File: config.mk
export PLATFORM = sky130hd
export DESIGN_NAME = nq_sweep_controller
export DESIGN_NICKNAME = d
export VERILOG_FILES = /design/src/rtl/nq_pkg.sv /design/src/rtl/nq_result_ram.sv /design/src/rtl/nq_sweep_controller.sv
export SDC_FILE = /design/constraint.sdc
export NUM_CORES = 1
export LEC_CHECK = 0
export ABC_AREA = 1
export BUFFER_PORTS_ARGS = -buffer_cell sky130_fd_sc_hd__buf_4
export CAP_MARGIN = 20
export CORE_ASPECT_RATIO = 0.8
export CORE_UTILIZATION = 45
export DETAILED_ROUTE_END_ITERATION = 8
export GPL_ROUTABILITY_DRIVEN = 0
export PLACE_DENSITY = 0.67
export SLEW_MARGIN = 20
export SYNTH_ARGS = -nofsm -noshare
export SYNTH_HDL_FRONTEND = slang
export SYNTH_SLANG_ARGS = --single-unit
File: constraint.sdc
create_clock -name clk -period 4.2 [get_ports clk]
set_input_delay 0.84 -clock clk [delete_from_list [all_inputs] [get_ports clk]]
set_output_delay 0.84 -clock clk [all_outputs]
set_load 0.1 [all_outputs]
File: src/rtl/nq_pkg.sv
// Shared widths, FSM state encoding and constants for the N-Queens sweep controller.
package nq_pkg;

    localparam int unsigned N_W   = 5;
    localparam int unsigned SUM_W = 24;

    localparam logic [SUM_W-1:0] SUM_ALL_ONES = '1;

    typedef enum logic [2:0] {
        ST_IDLE  = 3'd0,
        ST_LOAD  = 3'd1,
        ST_RUN   = 3'd2,
        ST_STORE = 3'd3,
        ST_NEXT  = 3'd4,
        ST_DONE  = 3'd5
    } state_t;

endpackage

File: src/rtl/nq_result_ram.sv
// Result table: 2^N_W x SUM_W synchronous-read RAM with per-entry valid bits and bulk clear.
module nq_result_ram
    import nq_pkg::*;
#(
    parameter int unsigned LO = 1,
    parameter int unsigned HI = 16
) (
    input  logic             clk,
    input  logic             reset,
    input  logic             clr,
    input  logic             we,
    input  logic [N_W-1:0]   wr_addr,
    input  logic [SUM_W-1:0] wr_data,
    input  logic [N_W-1:0]   rd_addr,
    output logic [SUM_W-1:0] rd_data,
    output logic             rd_valid
);

    localparam int unsigned DEPTH = 1 << N_W;

    logic [SUM_W-1:0] mem [DEPTH];
    logic [DEPTH-1:0] vld;
    logic             in_range_c;

    assign in_range_c = (rd_addr >= N_W'(LO)) && (rd_addr <= N_W'(HI));

    // Data array carries no reset; validity is tracked separately.
    always_ff @(posedge clk) begin
        if (we) begin
            mem[wr_addr] <= wr_data;
        end
    end

    always_ff @(posedge clk) begin
        if (reset || clr) begin
            vld <= '0;
        end else if (we) begin
            vld[wr_addr] <= 1'b1;
        end
    end

    // Read samples pre-write contents, so a same-address write returns old data/valid.
    always_ff @(posedge clk) begin
        if (reset) begin
            rd_data  <= '0;
            rd_valid <= 1'b0;
        end else begin
            rd_data  <= in_range_c ? mem[rd_addr] : '0;
            rd_valid <= in_range_c && vld[rd_addr];
        end
    end

endmodule

File: src/rtl/nq_sweep_controller.sv
// Sweeps accelerator board size N_MIN..N_MAX, pulsing its reset and logging each solution count.
// Optional RUN watchdog with timeout_err output enabled by NQ_SWEEP_TIMEOUT_EN.
module nq_sweep_controller
    import nq_pkg::*;
#(
    parameter int unsigned N_MIN      = 1,
    parameter int unsigned N_MAX      = 16,
    parameter int unsigned RST_CYCLES = 4
`ifdef NQ_SWEEP_TIMEOUT_EN
    ,
    parameter int unsigned TIMEOUT_CYCLES = 32'd16777216
`endif
) (
    input  logic             clk,
    input  logic             reset,
    input  logic             start,
    output logic             busy,
    output logic             sweep_done,
    output logic [N_W-1:0]   acc_n,
    output logic             acc_reset,
    input  logic [SUM_W-1:0] acc_sum,
    input  logic             acc_done,
    input  logic [N_W-1:0]   rd_addr,
    output logic [SUM_W-1:0] rd_data,
    output logic             rd_valid
`ifdef NQ_SWEEP_TIMEOUT_EN
    ,
    output logic             timeout_err
`endif
);

    localparam int unsigned CNT_W = (RST_CYCLES > 1) ? $clog2(RST_CYCLES) : 1;

    state_t           state, state_d;
    logic [CNT_W-1:0] cnt, cnt_d;
    logic             run_armed, run_armed_d;
    logic             busy_d, sweep_done_d, acc_reset_d;
    logic [N_W-1:0]   acc_n_d;
    logic             clr_c, we_c;
    logic [SUM_W-1:0] wr_data_c;
`ifdef NQ_SWEEP_TIMEOUT_EN
    logic [31:0]      wdog, wdog_d;
    logic             timed_out, timed_out_d;
    logic             timeout_err_d;
`endif

    // Next-state and next-output logic.
    always_comb begin
        state_d      = state;
        cnt_d        = cnt;
        run_armed_d  = run_armed;
        busy_d       = busy;
        sweep_done_d = sweep_done;
        acc_reset_d  = acc_reset;
        acc_n_d      = acc_n;
        clr_c        = 1'b0;
        we_c         = 1'b0;
        wr_data_c    = acc_sum;
`ifdef NQ_SWEEP_TIMEOUT_EN
        wdog_d        = wdog;
        timed_out_d   = timed_out;
        timeout_err_d = timeout_err;
`endif
        case (state)
            ST_IDLE, ST_DONE: begin
                if (start) begin
                    state_d      = ST_LOAD;
                    acc_n_d      = N_W'(N_MIN);
                    acc_reset_d  = 1'b1;
                    clr_c        = 1'b1;
                    sweep_done_d = 1'b0;
                    busy_d       = 1'b1;
                    cnt_d        = CNT_W'(RST_CYCLES - 1);
`ifdef NQ_SWEEP_TIMEOUT_EN
                    timeout_err_d = 1'b0;
`endif
                end
            end
            ST_LOAD: begin
                acc_reset_d = 1'b1;
                if (cnt == '0) begin
                    state_d     = ST_RUN;
                    acc_reset_d = 1'b0;
                    run_armed_d = 1'b0;
`ifdef NQ_SWEEP_TIMEOUT_EN
                    wdog_d = '0;
`endif
                end else begin
                    cnt_d = cnt - CNT_W'(1);
                end
            end
            ST_RUN: begin
                // First RUN cycle may still see done left over from the previous job.
                run_armed_d = 1'b1;
                if (run_armed && acc_done) begin
                    state_d     = ST_STORE;
                    acc_reset_d = 1'b1;
`ifdef NQ_SWEEP_TIMEOUT_EN
                    timed_out_d = 1'b0;
                end else if (wdog == 32'(TIMEOUT_CYCLES - 1)) begin
                    state_d       = ST_STORE;
                    acc_reset_d   = 1'b1;
                    timed_out_d   = 1'b1;
                    timeout_err_d = 1'b1;
                end else begin
                    wdog_d = wdog + 32'd1;
`endif
                end
            end
            ST_STORE: begin
                we_c    = 1'b1;
`ifdef NQ_SWEEP_TIMEOUT_EN
                wr_data_c = timed_out ? SUM_ALL_ONES : acc_sum;
`endif
                state_d = ST_NEXT;
            end
            ST_NEXT: begin
                if (acc_n == N_W'(N_MAX)) begin
                    state_d      = ST_DONE;
                    busy_d       = 1'b0;
                    sweep_done_d = 1'b1;
                end else begin
                    state_d = ST_LOAD;
                    acc_n_d = acc_n + N_W'(1);
                    cnt_d   = CNT_W'(RST_CYCLES - 1);
                end
            end
            default: begin
                state_d     = ST_IDLE;
                acc_reset_d = 1'b1;
                busy_d      = 1'b0;
            end
        endcase
    end

    always_ff @(posedge clk) begin
        if (reset) begin
            state      <= ST_IDLE;
            cnt        <= '0;
            run_armed  <= 1'b0;
            busy       <= 1'b0;
            sweep_done <= 1'b0;
            acc_n      <= N_W'(N_MIN);
            acc_reset  <= 1'b1;
`ifdef NQ_SWEEP_TIMEOUT_EN
            wdog        <= '0;
            timed_out   <= 1'b0;
            timeout_err <= 1'b0;
`endif
        end else begin
            state      <= state_d;
            cnt        <= cnt_d;
            run_armed  <= run_armed_d;
            busy       <= busy_d;
            sweep_done <= sweep_done_d;
            acc_n      <= acc_n_d;
            acc_reset  <= acc_reset_d;
`ifdef NQ_SWEEP_TIMEOUT_EN
            wdog        <= wdog_d;
            timed_out   <= timed_out_d;
            timeout_err <= timeout_err_d;
`endif
        end
    end

    nq_result_ram #(
        .LO (N_MIN),
        .HI (N_MAX)
    ) u_ram (
        .clk      (clk),
        .reset    (reset),
        .clr      (clr_c),
        .we       (we_c),
        .wr_addr  (acc_n),
        .wr_data  (wr_data_c),
        .rd_addr  (rd_addr),
        .rd_data  (rd_data),
        .rd_valid (rd_valid)
    );

endmodule

==> results of run 1 <==
==> worst min-delay path by stage <==
stage | endpoint | depth (start not counted) | from
floorplan | u_ram.vld[1] | 2 | u_ram.vld[1]
global placement | u_ram.vld[1] | 2 | u_ram.vld[1]
detailed placement | acc_reset | 2 | acc_reset
CTS | sweep_done | 2 | reset
global route | run_armed | 2 | reset
finish | run_armed | 2 | run_armed
==> kinds of logic after synthesis <==
logic type | after synthesis | synth area share, %
buffers and inverters | 222 | 4.04
AOI/OAI and AO/OA | 165 | 3.79
adders and majority gates | 5 | 0.285
DFF | 551 | 72.1
and+or+nand+nor | 1065 | 19.8
==> worst max-delay path, cell delays in order (launching register included) <==
cell	delay, ns
dfxtp_1	0.46
nand3_1	0.24
inv_1	0.19
nand2_1	0.39
nor2_4	0.82
buf_4	0.40
==> stage by stage <==
stage / cells / power, mW / hold WS, ns / setup slack (ns) / utilization [%]
global placement: 2640 / 7.30 / 0.448 / 1.26 / 48.3
floorplan: 2008 / 6.96 / 0.431 / 1.13 / -
detailed placement: 2642 / 7.33 / 0.452 / 1.22 / 48.4
CTS: 2739 / 11.8 / 0.448 / 1.40 / 51.8
global route: 2739 / 12.1 / 0.466 / 1.21 / 51.8
finish: 2740 / 11.8 / 0.458 / 1.35 / 51.8
==> area by class of cell <==
class                      count  area, µm²  share of cell area, %
antenna                        1       2.50                 0.0100
clock buffer                  79       1450                   5.81
clock inverter                18        173                  0.691
inverter                     118        448                   1.79
multi-input combinational   1235       5410                   21.6
sequential                   551      15800                   63.3
tap                          629        787                   3.15
timing repair buffer         109        900                   3.60
==> cells in the mapped netlist <==
cell      count  share of area, %
buf_1         8              0.14
o21ai_2       1             0.040
a211oi_1      1             0.034
nand3b_1      2             0.068
buf_2        40              0.91
clkinv_1      5             0.085
clkbuf_1     55              0.94
edfxtp_1    480                66
nand2_1     488               8.3
ha_1          5              0.28
inv_1       112               1.9
o21ai_0      99               2.3
nand4_1      20              0.57
a21oi_1      64               1.5
and2_1        1             0.028
nor3_2        1             0.046
buf_4         1             0.034
dfxtp_1      71               6.5
nand3_1     217               4.9
nor2_4        2              0.10
inv_2         1             0.017
nor3_1        8              0.18
nor2_1      326               5.6
==> registers in the layout, indices dropped and copies added (netlist names) <==
register and count:
sweep_done 1, cnt 2, run_armed 1, u_ram.mem 480
u_ram.rd_data 24, acc_reset 1, acc_n 5, busy 1
state 3, u_ram.rd_valid 1, u_ram.vld 32
==> report_power, final <==
part           switching (mW)  internal [mW]
sequential             0.0520           6.03
combinational           0.858          0.278
clock                    2.02           2.52
==> routing by layer <==
| metal | global-route usage (%) | wire length (µm) | up-vias |
|---|---|---|---|
| met4 | 7.18 | 1570 | 4 |
| met5 | 0 | 24 | - |
| met1 | 32.5 | 24700 | 7274 |
| li1 | - | - | 6920 |
| met2 | 39.3 | 27600 | 676 |
| met3 | 4.34 | 5260 | 109 |
==> results.json, run 1 <==
{
  "outcome": "finished with violations",
  "violations": "DRC",
  "ctsResizeCount": 0,
  "r2r_slack_ns": 1.35,
  "start_util_pct": 45.5,
  "crit_arrival_ns": 3.13,
  "setup_violations": 0,
  "portBuffers": 65,
  "nets": 2105,
  "crit_type": "reg -> reg",
  "num_vias": 14983,
  "r2r-start": "state[0]",
  "cp.required_ns": 4.48,
  "grt_max_degree": 171,
  "fmax_mhz": 350,
  "grt_usage_pct": 23.9,
  "drt_iter0_drc": 1711,
  "p_leak_nw": 9.11,
  "postPlaceCellArea_um2": 23400,
  "worst_pin_slew_ns": 1.09,
  "die_x_um": 249,
  "layout_common_cells": "488 x nand2_1, 480 x edfxtp_1, 306 x nor2_1, 217 x nand3_1, 111 x inv_1",
  "fp.dieH_um": 200,
  "worstSetupEndpoint": "u_ram.mem[3][23]",
  "tritoncts": "built",
  "postSynthAreaPerCell_um2": 10.9,
  "grt_antenna_before_repair": 3,
  "design.die.area_um2": 49700,
  "reg2reg_depth": 5,
  "drive_gt1_share_pct": 9.76,
  "critPathMaxFanout": 15,
  "cts_buffer_depth": 3,
  "clkTransAtPathRegs_ns": 0.06,
  "cp-startpoint": "state[0]",
  "fp.coreArea_um2": 48300,
  "wl_per_cell_um": 21.6,
  "cts_hold_buf": 0,
  "endpoint_kind": "register",
  "powerDensity_nw_per_um2": 470,
  "worstHoldPathType": "reg -> reg",
  "cts.sink_count": 551,
  "ys_seq_elements": 551,
  "max_slew_margin_pct": 27.5,
  "drt_wl_total_um": 59200,
  "drc": 2,
  "hold_violations": 0,
  "ys_types": 23,
  "clock_latency_ns": 0.60,
  "ys_seq_area_share_pct": 72.1,
  "ys_warn_count": 0,
  "r2r-end": "u_ram.mem[3][23]",
  "layout_min_cycle_time_ns": 2.85,
  "startpoint_type": "register",
  "clock-root-buffer": "clkbuf_16",
  "grt_pass1_vias": 14477,
  "fin_area_um2": 25000,
  "peakVddDrop_v": 0.000389,
  "cts.htree.levels": 2,
  "grt_pass1_wl_um": 88700,
  "firstDrtPassIters": 8,
  "drv_slew": 0,
  "syn_inst": 2008,
  "post_cts_buffers": 0,
  "maxCapViolCount": 0,
  "finalCritPeriodShare_pct": 68.0,
  "synthToLayoutAreaGrowth_pct": 13.8,
  "ant_nets": 0,
  "overflow": 0,
  "rsz0062_at_grt": "no",
  "final_common_cell": "nand2_1",
  "cts_buffers": 52,
  "io_pins": 66,
  "synthesis.area_um2": 22000,
  "synth_nets": 2046,
  "fill_cells": 4203,
  "finalClockSkew_ns": 0.0251,
  "timing.setup.tns_ns": 0,
  "vias_per_cell": 5.47,
  "row_count": 72,
  "post-dp-hpwl_um": 31800
}
Note: power is estimated with default switching activity, not from simulation.
==> run 2, diff against run 1 <==
--- a/config.mk
+++ b/config.mk
@@ -5,7 +5,7 @@
 export SDC_FILE = /design/constraint.sdc
 export NUM_CORES = 1
 export LEC_CHECK = 0
-export ABC_AREA = 1
+export ABC_AREA = 0
 export BUFFER_PORTS_ARGS = -buffer_cell sky130_fd_sc_hd__buf_4
 export CAP_MARGIN = 20
 export CORE_ASPECT_RATIO = 0.8
==> constraint.sdc (replaced) <==
create_clock -name clk -period 2.7 [get_ports clk]
set_input_delay 0.54 -clock clk [delete_from_list [all_inputs] [get_ports clk]]
set_output_delay 0.54 -clock clk [all_outputs]
set_load 0.1 [all_outputs]
==> run 2 against run 1 <==
Effect of this change:
- the run now ends clean
- fmax grew 34%
- core utilization rose by 1.7 points
- largest cell class unchanged
- largest power group unchanged
- hold slack worse by 0.16 ns
==> results.json, run 2 <==
{
  "outcome": "finished clean",
  "ys_types": 58,
  "cts_buffer_depth": 3,
  "cts.sink_count": 481,
  "finalPower_mw": 15.4,
  "crit_type": "reg -> reg",
  "maxCapViolCount": 0,
  "ys_warn_count": 0,
  "p_leak_nw": 7.08,
  "critPathTopFamily": "simple AND/OR/NAND/NOR gates",
  "yosysMostFrequentCell": "edfxtp_1",
  "ant_nets": 0,
  "grt_pass1_wl_um": 59800,
  "tritoncts": "built",
  "worstHoldPathType": "in -> reg",
  "post-dp-hpwl_um": 22400,
  "synthToLayoutAreaGrowth_pct": 16.1,
  "worstPathCellList": "and3b_1 > nand2_1 > nor2_4 > buf_12",
  "synth-edff-count": 425,
  "firstDrtPassIters": 5,
  "regMostFlops": "u_ram.mem",
  "synthTopCellsByCount": "425 x edfxtp_1, 79 x mux4_2, 74 x mux2i_1",
  "cpPeakStageDelay_ns": 0.51,
  "fill_cells": 3104,
  "synthesis.area_um2": 18400,
  "design.die.area_um2": 41700,
  "clkPwrFrac_pct": 40.1,
  "drt_iter0_drc": 1014,
  "internal-power_mw": 12.0,
  "endpoint_kind": "register",
  "worst_pin_slew_ns": 0.807,
  "netSwitchingFraction_pct": 21.9,
  "layout_min_cycle_time_ns": 2.13,
  "grt_pass1_vias": 9260,
  "drt_wl_total_um": 39800,
  "final_common_cell": "edfxtp_1",
  "finalClockSkew_ns": 0.0107,
  "postSynthAreaPerCell_um2": 19.8,
  "post_cts_buffers": 0,
  "grt_antenna_before_repair": 0,
  "largest_registers": "u_ram.mem: 425 flops, u_ram.rd_data: 24 flops, u_ram.vld: 17 flops",
  "synth_area_leaders": "edfxtp_1 69%, mux4_2 9.7%, dfxtp_1 6.1%, mux2i_1 4.0%, a22oi_1 1.1%",
  "vias_per_cell": 5.72,
  "row_count": 65,
  "whs_ns": 0.302,
  "drive_gt1_share_pct": 27.1,
  "r2r-start": "state[1]",
  "rsz0062_at_grt": "no",
  "grt_usage_pct": 19.5,
  "portBuffers": 65,
  "max_slew_margin_pct": 46.2,
  "clkTransAtPathRegs_ns": 0.07,
  "hold_violations": 0,
  "cp.required_ns": 2.95,
  "nets": 1073,
  "combPwrFrac_pct": 6.6,
  "r2r_slack_ns": 0.57,
  "start_util_pct": 46.1,
  "ctsResizeCount": 0,
  "ys_seq_elements": 481,
  "setup_violations": 0,
  "finalCritPeriodShare_pct": 78.9,
  "pwr-share-seq_pct": 53.3,
  "whs_endpoint": "u_ram.mem[14][17]",
  "clock-root-buffer": "clkbuf_16",
  "powerDensity_nw_per_um2": 721,
  "r2r-end": "u_ram.mem[8][6]",
  "ys_seq_area_share_pct": 75.5,
  "crit_arrival_ns": 2.38,
  "critPathMaxFanout": 20,
  "yosys.area.top_type_share_pct": 69.4,
  "synth_nets": 964,
  "ys_async_sr_fraction_pct": 0,
  "num_vias": 9192,
  "cts_buffers": 45,
  "cpMaxStageDelayCell": "dfxtp_1",
  "cts_hold_buf": 0,
  "fp.coreArea_um2": 39900,
  "largest_reg_flops": 425,
  "peakVddDrop_v": 0.000436,
  "worstHoldPathCells": 1,
  "reg2reg_depth": 4,
  "io_pins": 66,
  "fmax_mhz": 469,
  "grt_max_degree": 32,
  "overflow": 0,
  "layout_common_cells": "425 x edfxtp_1, 95 x buf_4, 79 x mux4_2, 74 x mux2i_1, 56 x dfxtp_1",
  "drc": 0,
  "fp.dieH_um": 183,
  "drv_slew": 0,
  "die_x_um": 228,
  "antennaDiodeCount": 0,
  "startpoint_type": "register",
  "yosysTopAreaCell": "edfxtp_1",
  "clock_latency_ns": 0.55,
  "ys.flop_type": "edfxtp_1",
  "switchingPower_mw": 3.37,
  "wl_per_cell_um": 24.7,
  "cts.htree.levels": 2,
  "holdCritStartpoint": "acc_sum[17]",
  "worstPathBufferInverterCount": 1,
  "syn_inst": 926
}
run 2: worst register-to-register path, cell delays in order, from the launching register on:
cell and delay (ns):
dfxtp_1 0.51, and3b_1 0.33, nand2_1 0.32, nor2_4 0.39, buf_12 0.25
run 2: per-stage QoR:
step	util (%)	setup slack, ns	std cells	setup TNS (ns)	instance area [µm²]
after detailed placement	49.9	0.258	1524	0	19900
after global placement	49.9	0.344	1524	0	19900
after CTS	53.5	0.567	1607	0	21300
final	53.5	0.569	1607	0	21300
after global routing	53.5	0.477	1607	0	21300
after floorplan	-	-0.306	926	-32.04	18400
run 2: logic make-up (layout without fill, tap and decap cells):
| logic type | after synthesis | in the layout | share of synthesized area (%) |
|---|---|---|---|
| mux | 163 | 163 | 14.6 |
| fa+ha+maj | 5 | 5 | 0.340 |
| compound gates | 120 | 120 | 4.68 |
| flops | 481 | 481 | 75.5 |
| simple gates | 95 | 95 | 2.75 |
| xor+xnor | 1 | 1 | 0.0477 |
| buf+inv | 61 | 206 | 2.07 |
run 2: worst max path at each step:
stage | startpoint | to | slack (ns) | cells after the start
6_report | state[1] | u_ram.mem[8][6] | 0.57 | 4
5_1_grt | state[1] | u_ram.mem[8][6] | 0.48 | 4
4_1_cts | state[1] | u_ram.mem[8][6] | 0.57 | 4
3_5_place_dp | rd_addr[0] | u_ram.rd_data[11] | 0.26 | 6
3_3_place_gp | rd_addr[0] | u_ram.rd_data[9] | 0.34 | 5
2_1_floorplan | acc_n[2] | u_ram.mem[4][0] | -0.31 | 2
run 2: area by class of cell:
type | instances | area (µm²) | area share (%)
clock buffer | 56 | 1220 | 5.72
clock inverter | 27 | 211 | 0.991
inverter | 10 | 37.5 | 0.176
multi-input combinational | 384 | 4240 | 19.9
sequential | 481 | 13900 | 65.1
tap | 536 | 671 | 3.14
timing repair buffer | 113 | 1060 | 4.99
run 2: power by group through the flow:
stage	Sequential (mW)	Clock, mW	Combinational [mW]
2_1_floorplan	8.55	0	0.518
3_5_place_dp	8.36	0	1.02
4_1_cts	8.20	6.27	1.02
6_report	8.20	6.16	1.02
5_1_grt	8.20	6.55	1.10
3_3_place_gp	8.36	0	1.01
run 2: routing by layer:
| layer | wire length (µm) | track usage, % | part of all wire [%] | vias to the layer above |
|---|---|---|---|---|
| li1 | - | - | - | 4016 |
| met1 | 18000 | 29.1 | 45 | 4813 |
| met2 | 18700 | 30.3 | 47 | 310 |
| met3 | 2430 | 2.97 | 6.1 | 53 |
| met4 | 615 | 4.62 | 1.5 | 0 |
| met5 | 0 | 0 | 0 | - |
